**config.mk**
```make
export PLATFORM = sky130hd
export DESIGN_NAME = espic_arbiter_n_flat
export DESIGN_NICKNAME = d
export VERILOG_FILES = /design/src/rtl/espic_arbiter_n_if.sv /design/src/rtl/espic_arbiter_n.sv /design/src/flat_wrapper.sv
export SDC_FILE = /design/constraint.sdc
export NUM_CORES = 1
export LEC_CHECK = 0
export CORE_MARGIN = 2
export CORE_UTILIZATION = 40
export DETAILED_ROUTE_END_ITERATION = 8
export DONT_BUFFER_PORTS = 1
export GPL_ROUTABILITY_DRIVEN = 0
export PLACE_DENSITY_LB_ADDON = 0.3
export SKIP_CTS_REPAIR_TIMING = 1
export SYNTH_ARGS = -nofsm -noshare
export SYNTH_HDL_FRONTEND = slang
export SYNTH_SLANG_ARGS = --single-unit
```
**constraint.sdc**
```tcl
create_clock -name CLK -period 2.7 [get_ports CLK]
set_clock_uncertainty 0.1 [all_clocks]
set_input_delay 0.81 -clock CLK [delete_from_list [all_inputs] [get_ports CLK]]
set_output_delay 0.81 -clock CLK [all_outputs]
set_load 0.005 [all_outputs]
```
**src/rtl/espic_arbiter_n_if.sv**
```systemverilog
// Handshake bundle between the ESPIC-N arbiter and its node-side driver.
// The arbiter uses the slave modport; whatever drives nodes and ext_signal uses master.
interface espic_arbiter_n_if #(
  parameter int N_NODES = 2,
  parameter int OP_W    = 16
);
  logic                      ext_signal;
  logic [N_NODES*OP_W-1:0]   in_op_node;
  logic [N_NODES-1:0]        op_valid;
  logic                      out_node_IRQ0;
  logic [N_NODES-1:0]        out_mutex_IRQ1;
  logic [N_NODES-1:0]        out_IRQ2;
  logic                      ext_overrun;

  modport master (
    output ext_signal, in_op_node, op_valid,
    input  out_node_IRQ0, out_mutex_IRQ1, out_IRQ2, ext_overrun
  );

  modport slave (
    input  ext_signal, in_op_node, op_valid,
    output out_node_IRQ0, out_mutex_IRQ1, out_IRQ2, ext_overrun
  );
endinterface

```
**src/rtl/espic_arbiter_n.sv**
```systemverilog
// ESPIC-N interrupt arbiter: periodic tick (IRQ0), priority-arbitrated ext grant (IRQ1)
// and per-node raised pulses (IRQ2), all driven from node opcodes.
module espic_arbiter_n #(
  parameter int N_NODES     = 2,
  parameter int OP_W        = 16,
  parameter int PRIO_W      = 4,
  parameter int PRIO_RST    = 1,
  parameter int PULSE_LEN   = 1000,
  parameter int TICK_PERIOD = 50_000_000,
  parameter int TICK_HIGH   = 50_000
) (
  input  logic               CLK,
  input  logic               RST_N,
  espic_arbiter_n_if.slave   bus
);
  localparam int TICK_W  = $clog2(TICK_PERIOD) + 1;
  localparam int PULSE_W = $clog2(PULSE_LEN) + 1;

  typedef enum logic {IDLE, GRANT} state_t;

  // ---------------- IRQ0 tick ----------------
  logic [TICK_W-1:0] tick_cnt_reg, tick_cnt_next;
  logic              irq0_reg;

  always_comb begin
    tick_cnt_next = (tick_cnt_reg == TICK_W'(TICK_PERIOD - 1)) ? '0 : tick_cnt_reg + 1'b1;
  end

  // Output is computed from the next count so it is high exactly while the count sits in the window.
  always_ff @(posedge CLK or negedge RST_N) begin
    if (!RST_N) begin
      tick_cnt_reg <= '0;
      irq0_reg     <= 1'b0;
    end else begin
      tick_cnt_reg <= tick_cnt_next;
      irq0_reg     <= (tick_cnt_next >= TICK_W'(TICK_PERIOD - TICK_HIGH));
    end
  end

  assign bus.out_node_IRQ0 = irq0_reg;

  // ---------------- opcode decode and priorities ----------------
  logic [N_NODES-1:0]             raise_vld;
  logic [N_NODES-1:0][3:0]        raise_tgt;
  logic [N_NODES-1:0][PRIO_W-1:0] prio;
  logic [N_NODES-1:0]             raise_hit;

  genvar gi;
  generate
    for (gi = 0; gi < N_NODES; gi++) begin : g_node
      logic [15:0]       op_word;
      logic              set_prio;
      logic [PRIO_W-1:0] prio_reg;

      assign op_word       = bus.in_op_node[gi*OP_W +: 16];
      assign set_prio      = bus.op_valid[gi] && ((op_word & 16'h3FF0) == 16'h2F10);
      assign raise_vld[gi] = bus.op_valid[gi] && (op_word[15:4] == 12'h3F1) &&
                             (op_word[3:0] != 4'd0) && (op_word[3:0] <= 4'(N_NODES));
      assign raise_tgt[gi] = op_word[3:0];

      always_ff @(posedge CLK or negedge RST_N) begin
        if (!RST_N)        prio_reg <= PRIO_W'(PRIO_RST);
        else if (set_prio) prio_reg <= op_word[PRIO_W-1:0];
      end

      assign prio[gi] = prio_reg;
    end
  endgenerate

  // Several raisers targeting the same node in one cycle collapse into a single event.
  always_comb begin
    raise_hit = '0;
    for (int j = 0; j < N_NODES; j++)
      for (int i = 0; i < N_NODES; i++)
        if (raise_vld[i] && (raise_tgt[i] == 4'(j + 1))) raise_hit[j] = 1'b1;
  end

  // ---------------- IRQ1 ext synchroniser and arbiter ----------------
  logic sync1_reg, sync2_reg, sync3_reg, edge_reg;

  always_ff @(posedge CLK or negedge RST_N) begin
    if (!RST_N) begin
      sync1_reg <= 1'b0;
      sync2_reg <= 1'b0;
      sync3_reg <= 1'b0;
      edge_reg  <= 1'b0;
    end else begin
      sync1_reg <= bus.ext_signal;
      sync2_reg <= sync1_reg;
      sync3_reg <= sync2_reg;
      edge_reg  <= sync2_reg & ~sync3_reg;
    end
  end

  // Strict '>' keeps the lowest index on ties and leaves priority-0 nodes ineligible.
  logic [PRIO_W-1:0]  best_prio;
  logic [N_NODES-1:0] arb_grant;
  logic               arb_ok;

  always_comb begin
    best_prio = '0;
    arb_grant = '0;
    for (int i = 0; i < N_NODES; i++) begin
      if (prio[i] > best_prio) begin
        best_prio    = prio[i];
        arb_grant    = '0;
        arb_grant[i] = 1'b1;
      end
    end
  end

  assign arb_ok = |best_prio;

  state_t             state_reg;
  logic [N_NODES-1:0] grant_reg;
  logic [PULSE_W-1:0] gcnt_reg;
  logic               ext_pend_reg;
  logic               overrun_reg;

  always_ff @(posedge CLK or negedge RST_N) begin
    if (!RST_N) begin
      state_reg    <= IDLE;
      grant_reg    <= '0;
      gcnt_reg     <= '0;
      ext_pend_reg <= 1'b0;
      overrun_reg  <= 1'b0;
    end else begin
      overrun_reg <= 1'b0;
      case (state_reg)
        IDLE: begin
          if (ext_pend_reg || edge_reg) begin
            if (arb_ok) begin
              state_reg <= GRANT;
              grant_reg <= arb_grant;
              gcnt_reg  <= '0;
            end else begin
              overrun_reg <= 1'b1;
            end
            // A fresh edge arriving while a queued one is serviced becomes the next pending event.
            ext_pend_reg <= ext_pend_reg && edge_reg && arb_ok;
          end
        end
        GRANT: begin
          if (edge_reg) begin
            if (ext_pend_reg) overrun_reg  <= 1'b1;
            else              ext_pend_reg <= 1'b1;
          end
          if (gcnt_reg == PULSE_W'(PULSE_LEN - 1)) begin
            state_reg <= IDLE;
            grant_reg <= '0;
          end else begin
            gcnt_reg <= gcnt_reg + 1'b1;
          end
        end
        default: state_reg <= IDLE;
      endcase
    end
  end

  assign bus.out_mutex_IRQ1 = grant_reg;
  assign bus.ext_overrun    = overrun_reg;

  // ---------------- IRQ2 per-node pulses ----------------
  generate
    for (gi = 0; gi < N_NODES; gi++) begin : g_irq2
      logic               irq2_reg;
      logic               pend_reg;
      logic [PULSE_W-1:0] cnt_reg;

      always_ff @(posedge CLK or negedge RST_N) begin
        if (!RST_N) begin
          irq2_reg <= 1'b0;
          pend_reg <= 1'b0;
          cnt_reg  <= '0;
        end else if (irq2_reg) begin
          if (raise_hit[gi]) pend_reg <= 1'b1;
          if (cnt_reg == PULSE_W'(PULSE_LEN - 1)) irq2_reg <= 1'b0;
          else                                    cnt_reg  <= cnt_reg + 1'b1;
        end else if (pend_reg || raise_hit[gi]) begin
          irq2_reg <= 1'b1;
          cnt_reg  <= '0;
          pend_reg <= 1'b0;
        end
      end

      assign bus.out_IRQ2[gi] = irq2_reg;
    end
  endgenerate

endmodule

```
**src/flat_wrapper.sv**
```systemverilog
// flat-port wrapper written by rule: the top's interface ports become plain ports
module espic_arbiter_n_flat 
#(
  parameter int N_NODES     = 2,
  parameter int OP_W        = 16,
  parameter int PRIO_W      = 4,
  parameter int PRIO_RST    = 1,
  parameter int PULSE_LEN   = 1000,
  parameter int TICK_PERIOD = 50_000_000,
  parameter int TICK_HIGH   = 50_000
)
  (CLK, RST_N, bus_ext_signal, bus_in_op_node, bus_op_valid, bus_out_node_IRQ0, bus_out_mutex_IRQ1, bus_out_IRQ2, bus_ext_overrun);
  espic_arbiter_n_if #(.N_NODES(N_NODES), .OP_W(OP_W)) bus_i ();
  input  logic CLK;
  input  logic RST_N;
  input wire logic [$bits(bus_i.ext_signal)-1:0] bus_ext_signal;
  input wire logic [$bits(bus_i.in_op_node)-1:0] bus_in_op_node;
  input wire logic [$bits(bus_i.op_valid)-1:0] bus_op_valid;
  output wire logic [$bits(bus_i.out_node_IRQ0)-1:0] bus_out_node_IRQ0;
  output wire logic [$bits(bus_i.out_mutex_IRQ1)-1:0] bus_out_mutex_IRQ1;
  output wire logic [$bits(bus_i.out_IRQ2)-1:0] bus_out_IRQ2;
  output wire logic [$bits(bus_i.ext_overrun)-1:0] bus_ext_overrun;
  assign bus_i.ext_signal = bus_ext_signal;
  assign bus_i.in_op_node = bus_in_op_node;
  assign bus_i.op_valid = bus_op_valid;
  assign bus_out_node_IRQ0 = bus_i.out_node_IRQ0;
  assign bus_out_mutex_IRQ1 = bus_i.out_mutex_IRQ1;
  assign bus_out_IRQ2 = bus_i.out_IRQ2;
  assign bus_ext_overrun = bus_i.ext_overrun;
  espic_arbiter_n #(.N_NODES(N_NODES), .OP_W(OP_W), .PRIO_W(PRIO_W), .PRIO_RST(PRIO_RST), .PULSE_LEN(PULSE_LEN), .TICK_PERIOD(TICK_PERIOD), .TICK_HIGH(TICK_HIGH)) u_core (.CLK(CLK), .RST_N(RST_N), .bus(bus_i));
endmodule
```
* Yosys cells after proc, flatten, opt, wreduce, memory -nomap -nowiden
Cells that the tools add are included.
Storage, ports and cells: register bits after elaboration 82, logic and storage cells 128
Cells by class: add/sub/neg operators 4, $lt $le $gt $ge 5, equal/unequal tests 21, muxes and demuxes 47, bitwise operators 3, reductions and logical operators 29
Operator list (number):
- $mux W11 | 9
- $add A11 B1 Y11 const B | 3
- $eq A11 B10 Y1 const B | 3
- $add A27 B1 Y27 const B | 1
- $eq A27 B26 Y1 const B | 1
- $ge A27 B26 Y1 const B | 1
- $mux W27 | 1
- $mux W1 | 26
- $eq A12 B10 Y1 const B | 2
- $pmux W11 S2 | 1
- $eq A10 B10 Y1 const B | 2
- $logic_and A1 B1 Y1 | 14
- $ne A2 B1 Y1 const B | 5
- $reduce_and A2 Y1 | 5
- $eq A4 B1 Y1 const B | 2
- $eq A4 B2 Y1 const B | 2
- $le A4 B2 Y1 const B | 2
- $mux W2 | 4
- $mux W4 | 2
- $ne A2 B2 Y1 const B | 4
- $reduce_bool A4 Y1 | 2
- $pmux W1 S2 | 3
- $reduce_and A3 Y1 | 2
- $gt A4 B1 Y1 const B | 1
- other kinds (7) | 11

* Logic depth before layout (Yosys ltp)
Gate-level depths: netlist of the first run.
depth after elaboration 10, gate-level depth with buffers 9

* Worst setup path before layout of the first run
OpenSTA, ideal clock, no wires.
path type input to register, start point input port bus_in_op_node[21], end point register u_core.g_irq2[0].cnt_reg[5], setup time 0.129 ns, data arrival time 2.571 ns, required time 2.471 ns, path slack -0.100 ns, cell stages on the path 7, cells stage by stage or4b_2 nor3_1 nand4b_1 a21oi_1 nor2_1 o21ai_0 o21ai_0
Between the ends: longest elaborated chain between the ends 9
RTL lines:
- start: declaration | RTL line flat_wrapper.sv:17 | input wire logic [$bits(bus_i.in_op_node)-1:0] bus_in_op_node;
- $eq A12 B10 Y1 | RTL line espic_arbiter_n.sv:57 | assign raise_vld[gi] = bus.op_valid[gi] && (op_word[15:4] == 12'h3F1) &&
- $logic_and A1 B1 Y1 (2 in series) | RTL line espic_arbiter_n.sv:57
- $logic_and A1 B1 Y1 | RTL line espic_arbiter_n.sv:58 | (op_word[3:0] != 4'd0) && (op_word[3:0] <= 4'(N_NODES));
- $logic_and A1 B1 Y1 | RTL line espic_arbiter_n.sv:75 | if (raise_vld[i] && (raise_tgt[i] == 4'(j + 1))) raise_hit[j] = 1'b1;
- $mux W1 | RTL line espic_arbiter_n.sv:75
- $logic_or A1 B1 Y1 | RTL line espic_arbiter_n.sv:179 | end else if (pend_reg || raise_hit[gi]) begin
- $reduce_bool A2 Y1 (no source line)
- $reduce_and A2 Y1 (no source line)
- end signal: assignment | RTL line espic_arbiter_n.sv:178 | else cnt_reg <= cnt_reg + 1'b1;
- end: declaration | RTL line espic_arbiter_n.sv:168 | logic [PULSE_W-1:0] cnt_reg;
Every way passes these cells. A chain may end at the register's enable or synchronous reset.

* Final worst setup path of the first run
start point input port bus_in_op_node[21], end point register u_core.g_irq2[1].cnt_reg[0]
Between the ends: longest elaborated chain between the ends 9
RTL lines (RTL line):
- $eq A12 B10 Y1 | espic_arbiter_n.sv:57
- $logic_and A1 B1 Y1 (2 in series) | espic_arbiter_n.sv:57
- $logic_and A1 B1 Y1 | espic_arbiter_n.sv:58
- $logic_and A1 B1 Y1 | espic_arbiter_n.sv:75
- $mux W1 | espic_arbiter_n.sv:75
- $logic_or A1 B1 Y1 | espic_arbiter_n.sv:179
- $reduce_bool A2 Y1 (no source line)
- $reduce_and A2 Y1 (no source line)
- end signal: assignment | espic_arbiter_n.sv:178
- end: declaration | espic_arbiter_n.sv:168
Every way passes these cells.

==> results of run 1 <==
cells in the mapped netlist, drive strengths merged (8+ instances only):
cell type | n | area [sq um]
nor4 | 9 | 71.3
xor2 | 21 | 184
nand3 | 27 | 135
nand4 | 15 | 115
inv | 16 | 60.1
a21oi | 8 | 40.0
dfrtp | 80 | 2000
clkbuf | 9 | 45.0
nor3 | 13 | 65.1
nor2 | 51 | 191
ha | 8 | 100
xnor2 | 24 | 210
o21ai | 25 | 125
nand2 | 40 | 150
final timing paths:
kind                       slack (ps)                                  endpoint                                      from  cells after the start
min                                50   u_core.g_irq2[1].cnt_reg[7]$_DFFE_PN0P_                                     RST_N                      0
max in group asynchronous        2220  u_core.g_node[1].prio_reg[0]$_DFFE_PN1P_                                     RST_N                      0
min reg2reg                       280                u_core.sync3_reg$_DFF_PN0_                u_core.sync2_reg$_DFF_PN0_                      0
min in group CLK                  280                u_core.sync3_reg$_DFF_PN0_                u_core.sync2_reg$_DFF_PN0_                      0
max reg2reg                       220            u_core.gcnt_reg[5]$_DFFE_PN0P_  u_core.g_node[1].prio_reg[1]$_DFFE_PN0P_                      9
max                               210   u_core.g_irq2[1].cnt_reg[0]$_DFFE_PN0P_                        bus_in_op_node[21]                      7
metal layers:
metal	track usage (%)	vias up	share of wire [%]
li1	-	1569	-
met3	4.00	6	3.0
met1	20.4	1505	49
met5	0	-	0
met2	24.5	38	47
met4	5.49	0	1.2
power groups by stage:
stage,clock network [mW],registers (mW),logic [mW]
finish,0.974,1.36,0.171
global route,1.06,1.38,0.204
CTS,1.01,1.36,0.173
detailed placement,0,1.39,0.173
global placement,0,1.38,0.168
floorplan,0,1.37,0.150
kinds of logic after synthesis:
| group | count (synthesis) | synth area share [%] |
|---|---|---|
| muxes | 9 | 2.25 |
| buffers and inverters | 31 | 3.63 |
| xor gates and xnor gates | 45 | 9.21 |
| AOI/OAI and AO/OA | 60 | 9.27 |
| and+or+nand+nor | 203 | 25.3 |
| DFF | 82 | 48.0 |
| adders and majority gates | 8 | 2.34 |
final cells by class:
cell class,count,share of cell area (%)
Timing Repair Buffer,17,2.71
Inverter,16,1.28
Tap cell,136,3.62
Clock inverter,5,1.65
Clock buffer,11,3.01
Sequential cell,82,43.7
Multi-Input combinational cell,325,44.1
per-stage QoR:
stage	utilization (%)	TNS [ps]	cell area [sq um]
2_1_floorplan	-	0	4280
4_1_cts	45.4	0	4700
3_5_place_dp	43.2	-1210	4480
6_report	45.4	0	4700
3_3_place_gp	43.2	-662	4480
5_1_grt	45.4	0	4700
==> qor.txt, run 1 <==
Reg power frac - 54.3%
clk buf depth - 2
total number of placement rows - 37
total chip power - 2.51 mW
Core Box Area - 10400 sq um
highest-delay cell along the critical path - sky130_fd_sc_hd__or4b_2
total I/O pin count - 43
highest ir drop seen on vdd - 0.000316 V
synthesized netlist net count - 483
DRT antenna net count - 0
number of clock sinks - 82
via count of the first global-routing pass - 3128
setup ws final - 211 ps
ordered cell list for the critical path - or4b_2, nor3_1, nand4b_1, o311ai_0, nor2b_1, nand2b_1, mux2i_1
insertion delay to the later sink of the worst-skew pair - 350 ps
die area - 11500 sq um
first-pass GRT wire length - 14300 um
Total Nets Final - 496
clock-pin transition on the worst setup and hold timing paths - 80 ps
antenna violations before repair - 0
max FFs per register - 27
average vias per placed instance - 5.27
Net Sw Frac - 23.3%
unique cell type count in the Yosys netlist - 66
result of the run - complete, no violations
final-report max-slew violation count - 0
average wire per standard cell - 13.2 um
overflow left after global routing - 0
Max H-tree Level - 3
chip height - 107 um
First-pass DRT Iterations - 4
worst-case hold slack - 48.9 ps
maximum clock frequency - 402 MHz
final hold vios - 0
Net Sw Power - 0.584 mW
number of warning messages in the yosys log - 0
final clock period utilization by the worst path - 92.2%
sequential element share of the synthesized area - 48.0%
pre-CTS setup slack - -164 ps
relative contribution of combinational cells to total power - 6.8%
Final Instance Count excl. Fillers - 592
largest net degree at the start of global routing - 83
data required time of the critical path - 2810 ps
synthesized area per cell - 9.77 sq um
DR iter-0 viols - 88
number of enable flip-flop cells after synthesis - 0
cell count after placement - 576
predominant post-synthesis flop cell - sky130_fd_sc_hd__dfrtp_1
Hold/Removal Path Class - input pin to async pin
commonest cells after routing, fill and taps aside - 80 x sky130_fd_sc_hd__dfrtp_1, 51 x sky130_fd_sc_hd__nor2_1, 40 x sky130_fd_sc_hd__nand2_1
setup repair after global routing missed its margin - no
aggregate routed wire length - 7790 um
DRC violations left - 0
count of filler cells inserted in the layout - 1000
antenna cell count - 0
critical path launch point type - input pin
total leakage power - 1.98 nW
internal power summed over all cells - 1.92 mW
flop and latch count out of synthesis - 82
clock buffers created by TritonCTS - 9
area taken by multi-input logic gates - 2070 sq um
global-route usage over all layers - 15.4%
starting density of the core - 41.3%
share of synthesized registers carrying an async set or reset - 100%
final setup violating endpoints - 0
netlist area before placement - 4280 sq um
Root Buffer Master - sky130_fd_sc_hd__clkbuf_8
clock group share of total power - 38.9%
ratio of cells with drive above 1 in the final layout - 12.9%
time the final worst path needs with I/O delays and setup - 2490 ps
classification of the worst setup path - input pin to register
detailed placer's ending HPWL - 5550 um
worst-path fanout max - 5
cell type group with the largest total delay on the critical path - simple AND/OR/NAND/NOR gates
buffer and inverter count on the worst path - 0
max_cap viols - 0
transition time at the pin with the least slew margin - 556 ps
CTS tree - built
Cells after Synth - 438
critical path arrival - 2600 ps
I/O Buffers - 0
layout overhead on the synthesized area - 9.94%
Die X-Extent - 107 um
Max-slew headroom - 62.7%
slowest stage delay, CP - 680 ps
area occupied by registers - 2050 sq um
total via count after detailed routing - 3118
most common cell after layout, fill and taps aside - sky130_fd_sc_hd__dfrtp_1
crit path capture type - register
Power Density - 533 nW/um^2
(Power assumes the default switching activity.)
==> run 2, diff against run 1 <==
==> constraint.sdc (replaced) <==
create_clock -name CLK -period 2.65 [get_ports CLK]
set_clock_uncertainty 0.1 [all_clocks]
set_input_delay 0.795 -clock CLK [delete_from_list [all_inputs] [get_ports CLK]]
set_output_delay 0.795 -clock CLK [all_outputs]
set_load 0.005 [all_outputs]
==> run 2 against run 1 <==
Worst hold slack got worse by 16 ps. Wire length is 5.2% higher. Clock power hardly changed. Critical path type is now register to register.
==> qor.txt, run 2 (synthesis results as in run 1) <==
critical path arrival - 2710 ps (+110 ps)
First-pass DRT Iterations - 4 (unchanged)
starting density of the core - 41.3% (unchanged)
overflow left after global routing - 0 (unchanged)
result of the run - complete, no violations
Net Sw Power - 0.605 mW (+3.7%)
Power Density - 540 nW/um^2 (+1.3%)
max FFs per register - 27 (unchanged)
antenna cell count - 0 (unchanged)
highest ir drop seen on vdd - 0.000254 V (-20%)
most common cell after layout, fill and taps aside - sky130_fd_sc_hd__dfrtp_1
Hold/Removal Path Class - input pin to async pin
critical path launch point type - register
I/O Buffers - 0 (unchanged)
time the final worst path needs with I/O delays and setup - 2520 ps
clock-pin transition on the worst setup and hold timing paths - 70 ps (about the same)
pre-CTS setup slack - -199 ps (-35.2 ps)
DRC violations left - 0 (unchanged)
crit path capture type - register
transition time at the pin with the least slew margin - 504 ps (-51.8 ps)
ratio of cells with drive above 1 in the final layout - 13.1% (+0.19 points)
final hold vios - 0 (unchanged)
worst-case hold slack - 32.8 ps (-16.1 ps)
DRT antenna net count - 0 (unchanged)
cell count after placement - 575 (-0.17%)
largest net degree at the start of global routing - 83 (unchanged)
setup ws final - 132 ps (-79.5 ps)
Net Sw Frac - 23.7% (+0.38 points)
final clock period utilization by the worst path - 95.0%
Die X-Extent - 107 um (unchanged)
antenna violations before repair - 0 (unchanged)
insertion delay to the later sink of the worst-skew pair - 360 ps (about the same)
Core Box Area - 10400 sq um (unchanged)
maximum clock frequency - 397 MHz
max_cap viols - 0 (unchanged)
total leakage power - 1.99 nW (+0.66%)
count of filler cells inserted in the layout - 998 (-0.20%)
clock group share of total power - 38.0% (-0.9 points)
average wire per standard cell - 13.8 um (+5.0%)
final setup violating endpoints - 0 (unchanged)
first-pass GRT wire length - 14300 um (unchanged)
relative contribution of combinational cells to total power - 7.7% (+0.9 points)
Max H-tree Level - 3 (unchanged)
DR iter-0 viols - 143 (+63%)
layout overhead on the synthesized area - 10.7%
number of clock sinks - 82 (unchanged)
final-report max-slew violation count - 0 (unchanged)
detailed placer's ending HPWL - 5700 um (+2.7%)
total number of placement rows - 37 (unchanged)
clock buffers created by TritonCTS - 9 (unchanged)
CTS tree - built
Final Instance Count excl. Fillers - 593 (+0.17%)
chip height - 107 um (unchanged)
die area - 11500 sq um (unchanged)
end-of-flow core utilization - 45.7% (+0.33 points)
total I/O pin count - 43 (unchanged)
commonest cells after routing, fill and taps aside - 79 x sky130_fd_sc_hd__dfrtp_1, 51 x sky130_fd_sc_hd__nor2_1, 40 x sky130_fd_sc_hd__nand2_1
setup repair after global routing missed its margin - no
aggregate routed wire length - 8200 um (+5.2%)
Root Buffer Master - sky130_fd_sc_hd__clkbuf_8
global-route usage over all layers - 15.5% (+0.084 points)
Total Nets Final - 497 (+0.20%)
data required time of the critical path - 2840 ps (+30 ps)
clk buf depth - 2 (unchanged)
total via count after detailed routing - 3118 (unchanged)
classification of the worst setup path - register to register
average vias per placed instance - 5.26 (-0.17%)
via count of the first global-routing pass - 3143 (+0.48%)
Reg power frac - 54.3% (about the same)
internal power summed over all cells - 1.95 mW (+1.5%)
Max-slew headroom - 66.1% (+3.5 points)
worst-path fanout max - 6 (+1)
run 2: layout make-up:
cell class,count,area [sq um],area share (%)
flip-flops and latches,82,2060,43.4
clock buffers,15,186,3.94
clock inverters,1,30.0,0.634
inverters,16,60.1,1.27
well taps,136,170,3.59
repair buffers,18,158,3.33
multi-input cells,325,2080,43.8
run 2: path summary, 6_finish.rpt:
kind,start,end,slack (ps),depth (start not counted)
max,u_core.tick_cnt_reg[4]$_DFF_PN0_,u_core.bus.out_node_IRQ0$_DFF_PN0_,130,7
min,RST_N,u_core.g_node[1].prio_reg[3]$_DFFE_PN0P_,30,0
max reg2reg,u_core.tick_cnt_reg[4]$_DFF_PN0_,u_core.bus.out_node_IRQ0$_DFF_PN0_,130,7
min reg2reg,u_core.sync1_reg$_DFF_PN0_,u_core.sync2_reg$_DFF_PN0_,270,0
max in group asynchronous,RST_N,u_core.tick_cnt_reg[5]$_DFF_PN0_,1360,1
min in group CLK,u_core.sync1_reg$_DFF_PN0_,u_core.sync2_reg$_DFF_PN0_,270,0
run 2: routing by layer:
metal	routed length [um]	share of wire, %	GRT usage [%]	vias to the layer above
li1	-	-	-	1573
met1	3910	48	19.9	1497
met2	3940	48	25.2	38
met3	248	3.0	4.54	10
met4	106	1.3	4.85	0
met5	0	0	0	-
run 2: per-stage QoR:
| stage | power, mW | TNS, ps | cell area [sq um] |
|---|---|---|---|
| CTS | 2.58 | 0 | 4700 |
| finish | 2.56 | 0 | 4740 |
| floorplan | 1.55 | 0 | 4290 |
| global route | 2.70 | 0 | 4740 |
| detailed placement | 1.59 | -903 | 4480 |
| global placement | 1.58 | -389 | 4480 |
run 2: worst max-delay path: stages (launching register included):
cell	delay, ps
sky130_fd_sc_hd__dfrtp_1	510
sky130_fd_sc_hd__nand4_4	180
sky130_fd_sc_hd__or3_4	420
sky130_fd_sc_hd__or3_1	370
sky130_fd_sc_hd__a211oi_2	210
sky130_fd_sc_hd__o2111ai_1	150
sky130_fd_sc_hd__a211oi_1	320
sky130_fd_sc_hd__o311a_1	190
run 2: power groups by stage:
stage / Sequential, mW / Combinational [mW] / Clock, mW
CTS: 1.39 / 0.180 / 1.01
finish: 1.39 / 0.198 / 0.972
global route: 1.40 / 0.233 / 1.07
floorplan: 1.39 / 0.153 / 0
global placement: 1.41 / 0.172 / 0
detailed placement: 1.41 / 0.180 / 0
